==> config.mk <==
export PLATFORM = sky130hd
export DESIGN_NAME = sector_serializer
export DESIGN_NICKNAME = d
export VERILOG_FILES = /design/src/rtl/sector_serializer.sv
export SDC_FILE = /design/constraint.sdc
export NUM_CORES = 1
export LEC_CHECK = 0
export BUFFER_PORTS_ARGS = -buffer_cell sky130_fd_sc_hd__buf_2
export CORE_ASPECT_RATIO = 1.75
export CORE_MARGIN = 3
export CORE_UTILIZATION = 52
export DETAILED_ROUTE_END_ITERATION = 16
export PLACE_DENSITY = 0.75
export SLEW_MARGIN = 20
export SYNTH_ARGS = -nofsm -noshare
export SYNTH_HDL_FRONTEND = slang
export SYNTH_SLANG_ARGS = --single-unit
==> constraint.sdc <==
create_clock -name clk -period 2.05 [get_ports clk]
set_input_delay 0.41 -clock clk [delete_from_list [all_inputs] [get_ports clk]]
set_output_delay 0.41 -clock clk [all_outputs]
set_load 0.05 [all_outputs]
==> src/rtl/sector_serializer.sv <==
// Serializes one cached sector as: zero preamble, a sync '1', the sector bytes MSB first,
// then the 16-bit byte-sum checksum MSB first, one bit per accepted bit_tick.
module sector_serializer #(
    parameter int PREAMBLE_BITS = 32,
    parameter int SECTOR_BYTES  = 512
) (
    input  logic        clk,
    input  logic        rst,
    input  logic        start,
    input  logic        bit_tick,
    output logic [8:0]  cache_addr,
    input  logic [7:0]  cache_rd_data,
    output logic        bit_out,
    output logic        bit_valid,
    output logic        busy,
    output logic        done,
    output logic [15:0] checksum,
    output logic [2:0]  o_dbg_state
);

    typedef enum logic [2:0] {
        S_IDLE     = 3'd0,
        S_PREAMBLE = 3'd1,
        S_SYNC     = 3'd2,
        S_DATA     = 3'd3,
        S_CKSUM    = 3'd4
    } state_t;

    localparam int DATA_BITS = 8 * SECTOR_BYTES;
    localparam int CW        = $clog2(DATA_BITS > 256 ? DATA_BITS : 256);
    localparam logic [CW-1:0] PRE_LAST  = CW'(PREAMBLE_BITS - 1);
    localparam logic [CW-1:0] DATA_LAST = CW'(DATA_BITS - 1);
    localparam logic [CW-1:0] CK_LAST   = CW'(15);
    localparam logic [8:0]    ADDR_LAST = 9'(SECTOR_BYTES - 1);

    state_t        r_state;
    state_t        w_next;
    logic [CW-1:0] r_cnt;
    logic [8:0]    r_addr;
    logic [7:0]    r_hold;
    logic [7:0]    r_shift;
    logic          r_req;
    logic          r_vld;
    logic [15:0]   r_cksum;
    logic          r_bit_out;
    logic          r_bit_valid;
    logic          r_busy;
    logic          r_done;

    logic          w_start;
    logic          w_emit;
    logic          w_bit;
    logic          w_load;
    logic          w_last;

    always_ff @(posedge clk or posedge rst) begin
        if (rst) begin
            r_state <= S_IDLE;
        end else begin
            r_state <= w_next;
        end
    end

    always_comb begin
        w_next = r_state;
        case (r_state)
            S_IDLE:     if (start) w_next = S_PREAMBLE;
            S_PREAMBLE: if (bit_tick && r_cnt == PRE_LAST) w_next = S_SYNC;
            S_SYNC:     if (bit_tick) w_next = S_DATA;
            S_DATA:     if (bit_tick && r_cnt == DATA_LAST) w_next = S_CKSUM;
            S_CKSUM:    if (bit_tick && r_cnt == CK_LAST) w_next = S_IDLE;
            default:    w_next = S_IDLE;
        endcase
    end

    // The first bit of each byte comes straight from the holding register as it moves into the shifter.
    always_comb begin
        w_start = 1'b0;
        w_emit  = 1'b0;
        w_bit   = 1'b0;
        w_load  = 1'b0;
        w_last  = 1'b0;
        case (r_state)
            S_IDLE: begin
                w_start = start;
            end
            S_PREAMBLE: begin
                w_emit = bit_tick;
            end
            S_SYNC: begin
                w_emit = bit_tick;
                w_bit  = 1'b1;
            end
            S_DATA: begin
                w_emit = bit_tick;
                w_load = bit_tick && (r_cnt[2:0] == 3'd0);
                w_bit  = (r_cnt[2:0] == 3'd0) ? r_hold[7] : r_shift[7];
            end
            S_CKSUM: begin
                w_emit = bit_tick;
                w_bit  = r_cksum[~r_cnt[3:0]];
                w_last = bit_tick && (r_cnt == CK_LAST);
            end
            default: begin
                w_emit = 1'b0;
            end
        endcase
    end

    always_ff @(posedge clk or posedge rst) begin
        if (rst) begin
            r_cnt <= '0;
        end else if (w_start || (w_next != r_state)) begin
            r_cnt <= '0;
        end else if (w_emit) begin
            r_cnt <= r_cnt + 1'b1;
        end
    end

    // Cache read has one cycle of latency: r_req marks a fresh address, r_vld marks data on the bus.
    always_ff @(posedge clk or posedge rst) begin
        if (rst) begin
            r_addr <= '0;
            r_req  <= 1'b0;
            r_vld  <= 1'b0;
            r_hold <= '0;
        end else begin
            r_req <= w_start || w_load;
            r_vld <= r_req;
            if (w_start) begin
                r_addr <= '0;
            end else if (w_load && (r_addr != ADDR_LAST)) begin
                r_addr <= r_addr + 1'b1;
            end
            if (r_vld) begin
                r_hold <= cache_rd_data;
            end
        end
    end

    always_ff @(posedge clk or posedge rst) begin
        if (rst) begin
            r_shift <= '0;
            r_cksum <= '0;
        end else if (w_start) begin
            r_shift <= '0;
            r_cksum <= '0;
        end else if (w_load) begin
            r_shift <= {r_hold[6:0], 1'b0};
            r_cksum <= r_cksum + {8'd0, r_hold};
        end else if (w_emit && (r_state == S_DATA)) begin
            r_shift <= {r_shift[6:0], 1'b0};
        end
    end

    always_ff @(posedge clk or posedge rst) begin
        if (rst) begin
            r_bit_out   <= 1'b0;
            r_bit_valid <= 1'b0;
            r_busy      <= 1'b0;
            r_done      <= 1'b0;
        end else begin
            r_bit_valid <= w_emit;
            r_busy      <= (w_next != S_IDLE);
            r_done      <= w_last;
            if (w_emit) begin
                r_bit_out <= w_bit;
            end
        end
    end

    assign cache_addr  = r_addr;
    assign bit_out     = r_bit_out;
    assign bit_valid   = r_bit_valid;
    assign busy        = r_busy;
    assign done        = r_done;
    assign checksum    = r_cksum;
    assign o_dbg_state = r_state;

endmodule

### Word level (Yosys, flattened, before mapping)

Index checks and enable logic that the tools add are counted.

* input port bits: 12
* logic and storage cells: 65
* output and inout port bits: 32
* register bits: 62

* order comparisons: 1
* equality and inequality tests: 9
* mux-type cells: 23
* add/subtract/negate cells: 3
* bitwise gates (word level): 1
* reduce and logical (&&, ||, !) cells: 16

Operator list (number)
* 2-to-1 mux 16 bit: 2
* 2-to-1 mux 12 bit: 2
* 2-to-1 mux 8 bit: 3
* 2-to-1 mux 9 bit: 2
* adder 16 x 8 -> 16 bit: 1
* 2-to-1 mux 3 bit: 5
* case mux 3 bit (5 select lines): 1
* adder 12 x 1 -> 12 bit (second input constant): 1
* equality test 12 bit (second input constant): 1
* equality test 12 x 4 -> 1 bit (second input constant): 1
* equality test 12 x 5 -> 1 bit (second input constant): 1
* adder 9 x 1 -> 9 bit (second input constant): 1
* != test 9 bit (second input constant): 1
* equality test 3 x 2 -> 1 bit (second input constant): 2
* logical AND 1 bit: 6
* logical NOT 3 bit: 2
* 2-to-1 mux 1 bit: 6
* nonzero test 2 bit: 3
* nonzero test 3 bit: 2
* less-than comparator 4 x 5 -> 1 bit (second input constant): 1
* binary-select mux 1 bit (select 4 bit): 1
* inverter 4 bit: 1
* OR reduction 4 bit: 1
* equality test 3 x 1 -> 1 bit (second input constant): 1
* 4 further kinds: 5

### Depth between registers and ports, before layout

Gate-level depths: netlist (run 1).

* depth after elaboration: 7
* depth in mapped cells: 10
* depth with buffers taken out: 9

### Worst setup path before layout (run 1)

Ideal clock, no wire load.

* path type: reg-to-reg
* from: register r_cksum[0] (netlist: checksum[0])
* to: register r_cksum[8] (netlist: checksum[8])
* library setup time: 0.119 ns
* setup slack: -0.328 ns
* data arrival time: 2.259 ns
* period minus slack after synthesis: 2.378 ns
* cell stages (with the launch flop): 10
* required time: 1.931 ns
* buffers on the path: 0
* cells stage by stage: dfrtp_1 > ha_1 > inv_1 > fa_1 > nor2b_1 > o31ai_1 > a21oi_1 > o21bai_1 > and3_1 > o21a_1

* cells in the longest elaborated chain, start to end: 3

RTL lines
* start: declaration: line 44 `logic [15:0] r_cksum;`
* start signal: assignment: line 150 `r_cksum <= r_cksum + {8'd0, r_hold};`
* adder 16 x 8 -> 16 bit: line 150
* 2-to-1 mux 16 bit: line 148 `end else if (w_load) begin`
* 2-to-1 mux 16 bit: line 145 `end else if (w_start) begin`

Every way passes these cells. The select of a mux whose other input is x is not followed.
A chain may end at the register's enable or synchronous reset.

### Final worst setup path (run 1)

* from: register r_hold[0]
* to: register r_cksum[12] (netlist: checksum[12])

* cells in the longest elaborated chain, start to end: 3

RTL lines
* start: declaration: line 40 `logic [7:0] r_hold;`
* start signal: assignment: line 136 `r_hold <= cache_rd_data;`
* adder 16 x 8 -> 16 bit: line 150
* 2-to-1 mux 16 bit: line 148
* 2-to-1 mux 16 bit: line 145

Every way passes these cells. The select of a mux whose other input is x is not followed.

==> qor.txt, run 1 <==
================================================================================
Result of the run                                                   complete, but fails checks
Failing checks                                                      negative setup slack
Number of global-route vias before repair                                   2869
Sort of element at the start of the critical path                           flop
GR Layer Usage met3                                                        5.66%
Average wire per standard cell                                           16.7 um
Post-route ant nets                                                            0
Critical-path cell list                                             ha_4 -> inv_2 -> fa_2 -> nor2b_4 -> o31ai_4 -> a21oi_4 -> o211ai_1 -> a211o_1 -> o21ai_1
Full die area                                                          7620 um^2
Max Freq                                                                 483 MHz
Global-route track usage on met2                                           40.6%
CTS hold repair buffers                                                        0
Hold slack final                                                          142 ps
Count of cell types in the netlist                                            60
Row Count                                                                     38
Most frequently used flop master after synthesis                    sky130_fd_sc_hd__dfrtp_1
Drt first pass iters                                                           4
Highest-count cells in the layout ignoring fill and taps            50 x sky130_fd_sc_hd__dfrtp_1, 46 x sky130_fd_sc_hd__nand2_1, 43 x sky130_fd_sc_hd__buf_2
Final number of setup-violating endpoints                                      1
Clock Skew                                                               8.31 ps
Area growth, synth to finish                                               21.1%
Count of antenna diodes in the layout                                          0
Clock tree buffer depth                                                        2
Ratio of total power to cell area                                   1340 nW/um^2
CTS H-Tree Depth                                                               3
Antenna violations before repair                                               0
Slew at the pin closest to its max-slew limit                             469 ps
Final hold violation count                                                     0
YS warnings                                                                    0
Global-route total usage across every layer                                23.8%
Clock tree from TritonCTS                                                    yes
Arrival @ worst endpoint                                                 2340 ps
Boundary pin count                                                            44
Post-Syn Area per Cell                                                 9.66 um^2
Async set-or-reset flop fraction in the synthesized netlist                 100%
Seq pwr share                                                              35.4%
# port buffers                                                                43
Endpoint class of the critical path                                         flop
Proportion of total power due to net switching                             43.4%
Leading area contributor after synthesis                            sky130_fd_sc_hd__dfrtp_1
Type of the most critical hold path                                     in2async
Final max-slew violation count                                                 0
Post-synth net total                                                         379
Routed vias/inst                                                            5.85
Residual overflow from global routing                                          0
CP max FO                                                                      5
Largest voltage drop on the vdd net                                     0.873 mV
Mapped cell area                                                       3420 um^2
Slew HR                                                                    68.6%
Register area share after synthesis                                        44.7%
Fraction of the cycle the final worst path needs                            101%
Pin count of the biggest net entering global routing                          62
Clock share of power                                                       17.4%
Met1 demand-to-capacity share in global routing                            26.3%
Number of clock sinks seen by CTS                                             61
Switching power                                                        0.00241 W
Inserted Clock Buffers                                                         9
Unrepaired setup endpoints after global routing                             true
Post-synth EDFFs                                                               0
Initial standard-cell utilization of the core                              54.5%
Main area contributors after synthesis                              sky130_fd_sc_hd__dfrtp_1 45%, sky130_fd_sc_hd__nand2_1 5.1%, sky130_fd_sc_hd__ha_1 4.4%
Die boundary height                                                       113 um
Clock latency at the later pin of the worst-skew pair                     340 ps
Via count                                                                   2929
Synth Register Bits                                                           61
Clock transition at the registers of the reported paths                    70 ps
Combinational Power Share                                                  47.1%
Required time at the worst-slack endpoint                                2320 ps
Buffer type at the clock tree root                                  sky130_fd_sc_hd__clkbuf_8
Number of instances in the synthesized netlist                               354
Slowest stage cell, crit path                                       sky130_fd_sc_hd__dfrtp_1
LEAKAGE                                                                  1.95 nW
Maximum Capacitance Violations                                                 0
Placeable core region                                                  6280 um^2
Kind of critical path                                                    reg2reg
Most common cell after layout, fill and taps aside                  sky130_fd_sc_hd__dfrtp_1
Sum of negative setup slack                                             -20.7 ps
Most Crowded Layer GR                                                       met2
Die width                                                                67.3 um
DRT iter0 DRCs                                                               246
Nets@finish                                                                  441
Remaining design rule violation count                                          0
Worst path setup slack after routing                                    -20.7 ps
Wire length of the first global-routing pass                            13600 um
Slowest stage delay, CP                                                   410 ps
Final HPWL from detailed placement                                       6100 um
Placer Congestion                                                          0.847
Fraction of post-synthesis cell area in the top cell type by area          44.7%
Final min period                                                         2070 ps
Internal Power                                                         0.00314 W
Layout cell share with drive strength beyond 1                             29.5%
Aggregate routed wire length                                             8380 um
================================================================================
## path summary, 6_finish.rpt
check | from | end | slack, ps | cells past startpoint
setup / recovery | r_hold[0] | checksum[12] | -20 | 9
hold / removal | rst | r_cnt[1] | 140 | 3
setup reg to reg | r_hold[0] | checksum[12] | -20 | 9
hold reg to reg | r_req | r_vld | 360 | 0
max in group asynchronous | rst | cache_addr[0] | 1620 | 3
min in group clk | cache_rd_data[1] | r_hold[1] | 300 | 3
## what timing repair did
action                                  in CTS  in global routing
resized for setup                            0                 15
endpoints found under the setup margin       1                 10
setup buffers                                0                  1
pin swaps                                    1                 13
## power by group through the flow
stage	Sequential, W	Clock, W	Combinational, W
floorplan	0.00233	0	0.00144
global placement	0.00197	0	0.00243
detailed placement	0.00198	0	0.00249
CTS	0.00196	0.00100	0.00251
global route	0.00203	0.00104	0.00287
finish	0.00197	0.000968	0.00262
## layout make-up
cell class | instances | area (um^2)
well taps | 80 | 100
clock inverters | 1 | 5.00
fillers | 523 | 2140
inverters | 11 | 41.3
clock buffers | 15 | 176
multi-input cells | 266 | 1860
repair buffers | 67 | 420
flip-flops and latches | 61 | 1540
## critical path: cells and delay by family (launching register included)
family,cells,cell delay [ps]
AND/OR/NAND/NOR,1,150
flip-flops,1,410
AO/OA/AOI/OAI,5,840
buffers and inverters,1,40
adder cells (fa/ha/maj),2,560
## cells in the mapped netlist, drive strengths merged (2+ instances only)
cell type	count
nand3	20
buf	10
a21oi	12
a21o	2
a31oi	2
o21bai	2
dfrtp	61
a22oi	6
xor2	13
nor4b	2
xnor2	6
o221ai	2
nor4	2
mux4	2
o2111ai	2
nand2	47
nand2b	5
or3	4
mux2	8
nor2	35
o31ai	2
inv	11
or2	2
nor3	2
nand4	7
mux2i	7
a211oi	3
clkbuf	6
ha	12
a211o	4
o21a	3
o21ai	27
a31o	2
and3	8
## metrics by stage
stage               setup slack [ps]  power [W]  instance area, um^2  cells  utilization (%)
floorplan                      -9.07    0.00377                 3460    354                -
global placement                79.9    0.00440                 3890    484             62.0
detailed placement              9.22    0.00448                 3890    484             62.0
CTS                             5.59    0.00547                 4070    500             64.9
global route                    -139    0.00594                 4140    501             65.9
finish                         -20.7    0.00556                 4140    501             65.9
## state kept, by name (all words and copies together) (netlist names), 3 cells and up
| signal | cells |
|---|---|
| r_hold | 8 |
| r_shift | 7 |
| r_cnt | 12 |
| cache_addr | 9 |
| o_dbg_state | 3 |
| checksum | 16 |
## logic make-up after synthesis
group | synth area share (%)
DFF | 44.7
muxes | 6.11
and+or+nand+nor | 20.6
adders and majority gates | 4.98
xor gates and xnor gates | 4.87
buffers and inverters | 3.84
AOI/OAI and AO/OA | 15.0
## metal layers
metal  vias up  routed length, um
met5         -                  0
met4         0                325
met3        21                363
met2        77               4590
met1      1441               3110
li1       1390                  -
Note: power is estimated with default switching activity, not from simulation.
==> run 2, diff against run 1 <==
Settings changed: REMOVE_ABC_BUFFERS from default to 1.
==> qor.txt, run 2 (same netlist as run 1, synthesis figures left out) <==
=======================================================================
Result of the run                                          finished clean
Arrival @ worst endpoint                                        2300 ps
Number of global-route vias before repair                          3096
Nets@finish                                                         453
Residual overflow from global routing                                 0
Average wire per standard cell                                  17.2 um
Endpoint class of the critical path                                flop
Max Freq                                                        493 MHz
Worst R2R Path Depth                                                 10
Footprint of the multi-input gates                            1870 um^2
Final HPWL from detailed placement                              6200 um
Drt first pass iters                                                  4
Aggregate routed wire length                                    8810 um
Area growth, synth to finish                                      25.2%
CTS hold repair buffers                                               0
Most common cell after layout, fill and taps aside         sky130_fd_sc_hd__dfrtp_1
Largest voltage drop on the vdd net                             1.01 mV
Via count                                                          2985
Cell count after placement                                          492
Maximum Capacitance Violations                                        0
Row Count                                                            38
LEAKAGE                                                         2.04 nW
Buffer type at the clock tree root                         sky130_fd_sc_hd__clkbuf_8
Worst R2R End                                              checksum[14]
Area occupied by registers                                    1530 um^2
Routed vias/inst                                                   5.82
Die width                                                       67.3 um
Highest-count cells in the layout ignoring fill and taps   61 x sky130_fd_sc_hd__dfrtp_1, 46 x sky130_fd_sc_hd__nand2_1, 43 x sky130_fd_sc_hd__buf_2
Ratio of total power to cell area                          1430 nW/um^2
Clock latency at the later pin of the worst-skew pair            360 ps
Die boundary height                                              113 um
CTS H-Tree Depth                                                      3
Type of the most critical hold path                            in2async
Kind of critical path                                           reg2reg
Clock transition at the registers of the reported paths           70 ps
DRT iter0 DRCs                                                      192
CP max FO                                                             5
Layout cell share with drive strength beyond 1                    30.0%
Count of filler cells inserted in the layout                        509
Sum of negative setup slack                                        0 ps
Sort of element at the start of the critical path                  flop
Pin count of the biggest net entering global routing                 62
Fraction of the cycle the final worst path needs                  99.0%
Final hold violation count                                            0
Unrepaired setup endpoints after global routing                    true
# port buffers                                                       43
Global-route total usage across every layer                       24.7%
R2R Setup Slk                                                     20 ps
Clock tree from TritonCTS                                           yes
Slowest stage delay, CP                                          360 ps
Wire length of the first global-routing pass                   14100 um
Slew HR                                                           73.1%
Slew at the pin closest to its max-slew limit                    403 ps
Final max-slew violation count                                        0
Inserted Clock Buffers                                                9
Origin of the worst setup path                                r_hold[0]
Final number of setup-violating endpoints                             0
Post-route ant nets                                                   0
Initial standard-cell utilization of the core                     54.5%
Critical-path cell list                                    ha_2 -> inv_2 -> fa_2 -> nor2b_4 -> o31ai_4 -> a21oi_2 -> buf_6 -> o2111ai_2 -> a211o_1 -> o21ai_0
Layout Cells excl Fill                                              513
Clock tree buffer depth                                               2
Final min period                                                2030 ps
Antenna violations before repair                                      0
Placeable core region                                         6280 um^2
Slowest stage cell, crit path                              sky130_fd_sc_hd__dfrtp_1
Largest register FFs                                                 16
Post-layout power                                             0.00611 W
Count of antenna diodes in the layout                                 0
Reg2Reg Launch Point                                          r_hold[0]
Boundary pin count                                                   44
Remaining design rule violation count                                 0
Number of clock sinks seen by CTS                                    61
Required time at the worst-slack endpoint                       2320 ps
Full die area                                                 7620 um^2
Placer Congestion                                                 0.840
Clock Skew                                                      10.1 ps
=======================================================================
==> run 2: worst max-delay path by stage <==
stage,to,depth (start not counted)
after global routing,checksum[12],10
after detailed placement,checksum[14],10
final,checksum[14],10
after floorplan,cache_addr[7],6
after global placement,busy,7
after CTS,checksum[14],10
==> run 2: routing by layer <==
layer | global-route usage [%] | wire [um] | vias up
li1 | - | - | 1411
met1 | 26.2 | 3330 | 1480
met2 | 43.6 | 4890 | 76
met3 | 5.16 | 380 | 18
met4 | 14.1 | 219 | 0
met5 | 0 | 0 | -
==> run 2: stage by stage <==
stage / util [%] / setup WS [ps] / hold slack, ps / area (um^2)
finish: 68.2 / 20.4 / 107 / 4280
global route: 68.2 / -75.6 / 130 / 4280
CTS: 66.3 / 9.74 / 107 / 4160
detailed placement: 62.3 / -50.4 / 339 / 3910
global placement: 62.3 / 44.2 / 340 / 3910
floorplan: - / -614 / 331 / 3330
==> run 2: layout make-up <==
type,count,area share [%]
multi-input combinational,266,43.8
clock inverter,4,1.64
timing repair buffer,79,12.0
inverter,11,0.965
clock buffer,12,3.62
tap,80,2.34
sequential,61,35.7
==> run 2: what timing repair did <==
action / CTS / global route
pin swaps: 0 / 7
endpoints found under the setup margin: 5 / 8
setup buffers: 2 / 3
gates resized for setup: 3 / 20
==> run 2: where the power goes <==
| part | internal [W] | total [W] | switching [W] |
|---|---|---|---|
| logic | 0.00125 | 0.00294 | 0.00169 |
| clock network | 0.000747 | 0.00122 | 0.000477 |
| registers | 0.00154 | 0.00195 | 0.000407 |
| total | 0.00354 | 0.00611 | 0.00257 |
==> run 2: worst max-delay path: cells and delay by family, from the launching register on <==
family	cells	cell delay [ps]
and+or+nand+nor	1	150
DFF	1	360
adders and majority gates	2	550
buffers and inverters	2	190
AOI/OAI and AO/OA	5	680
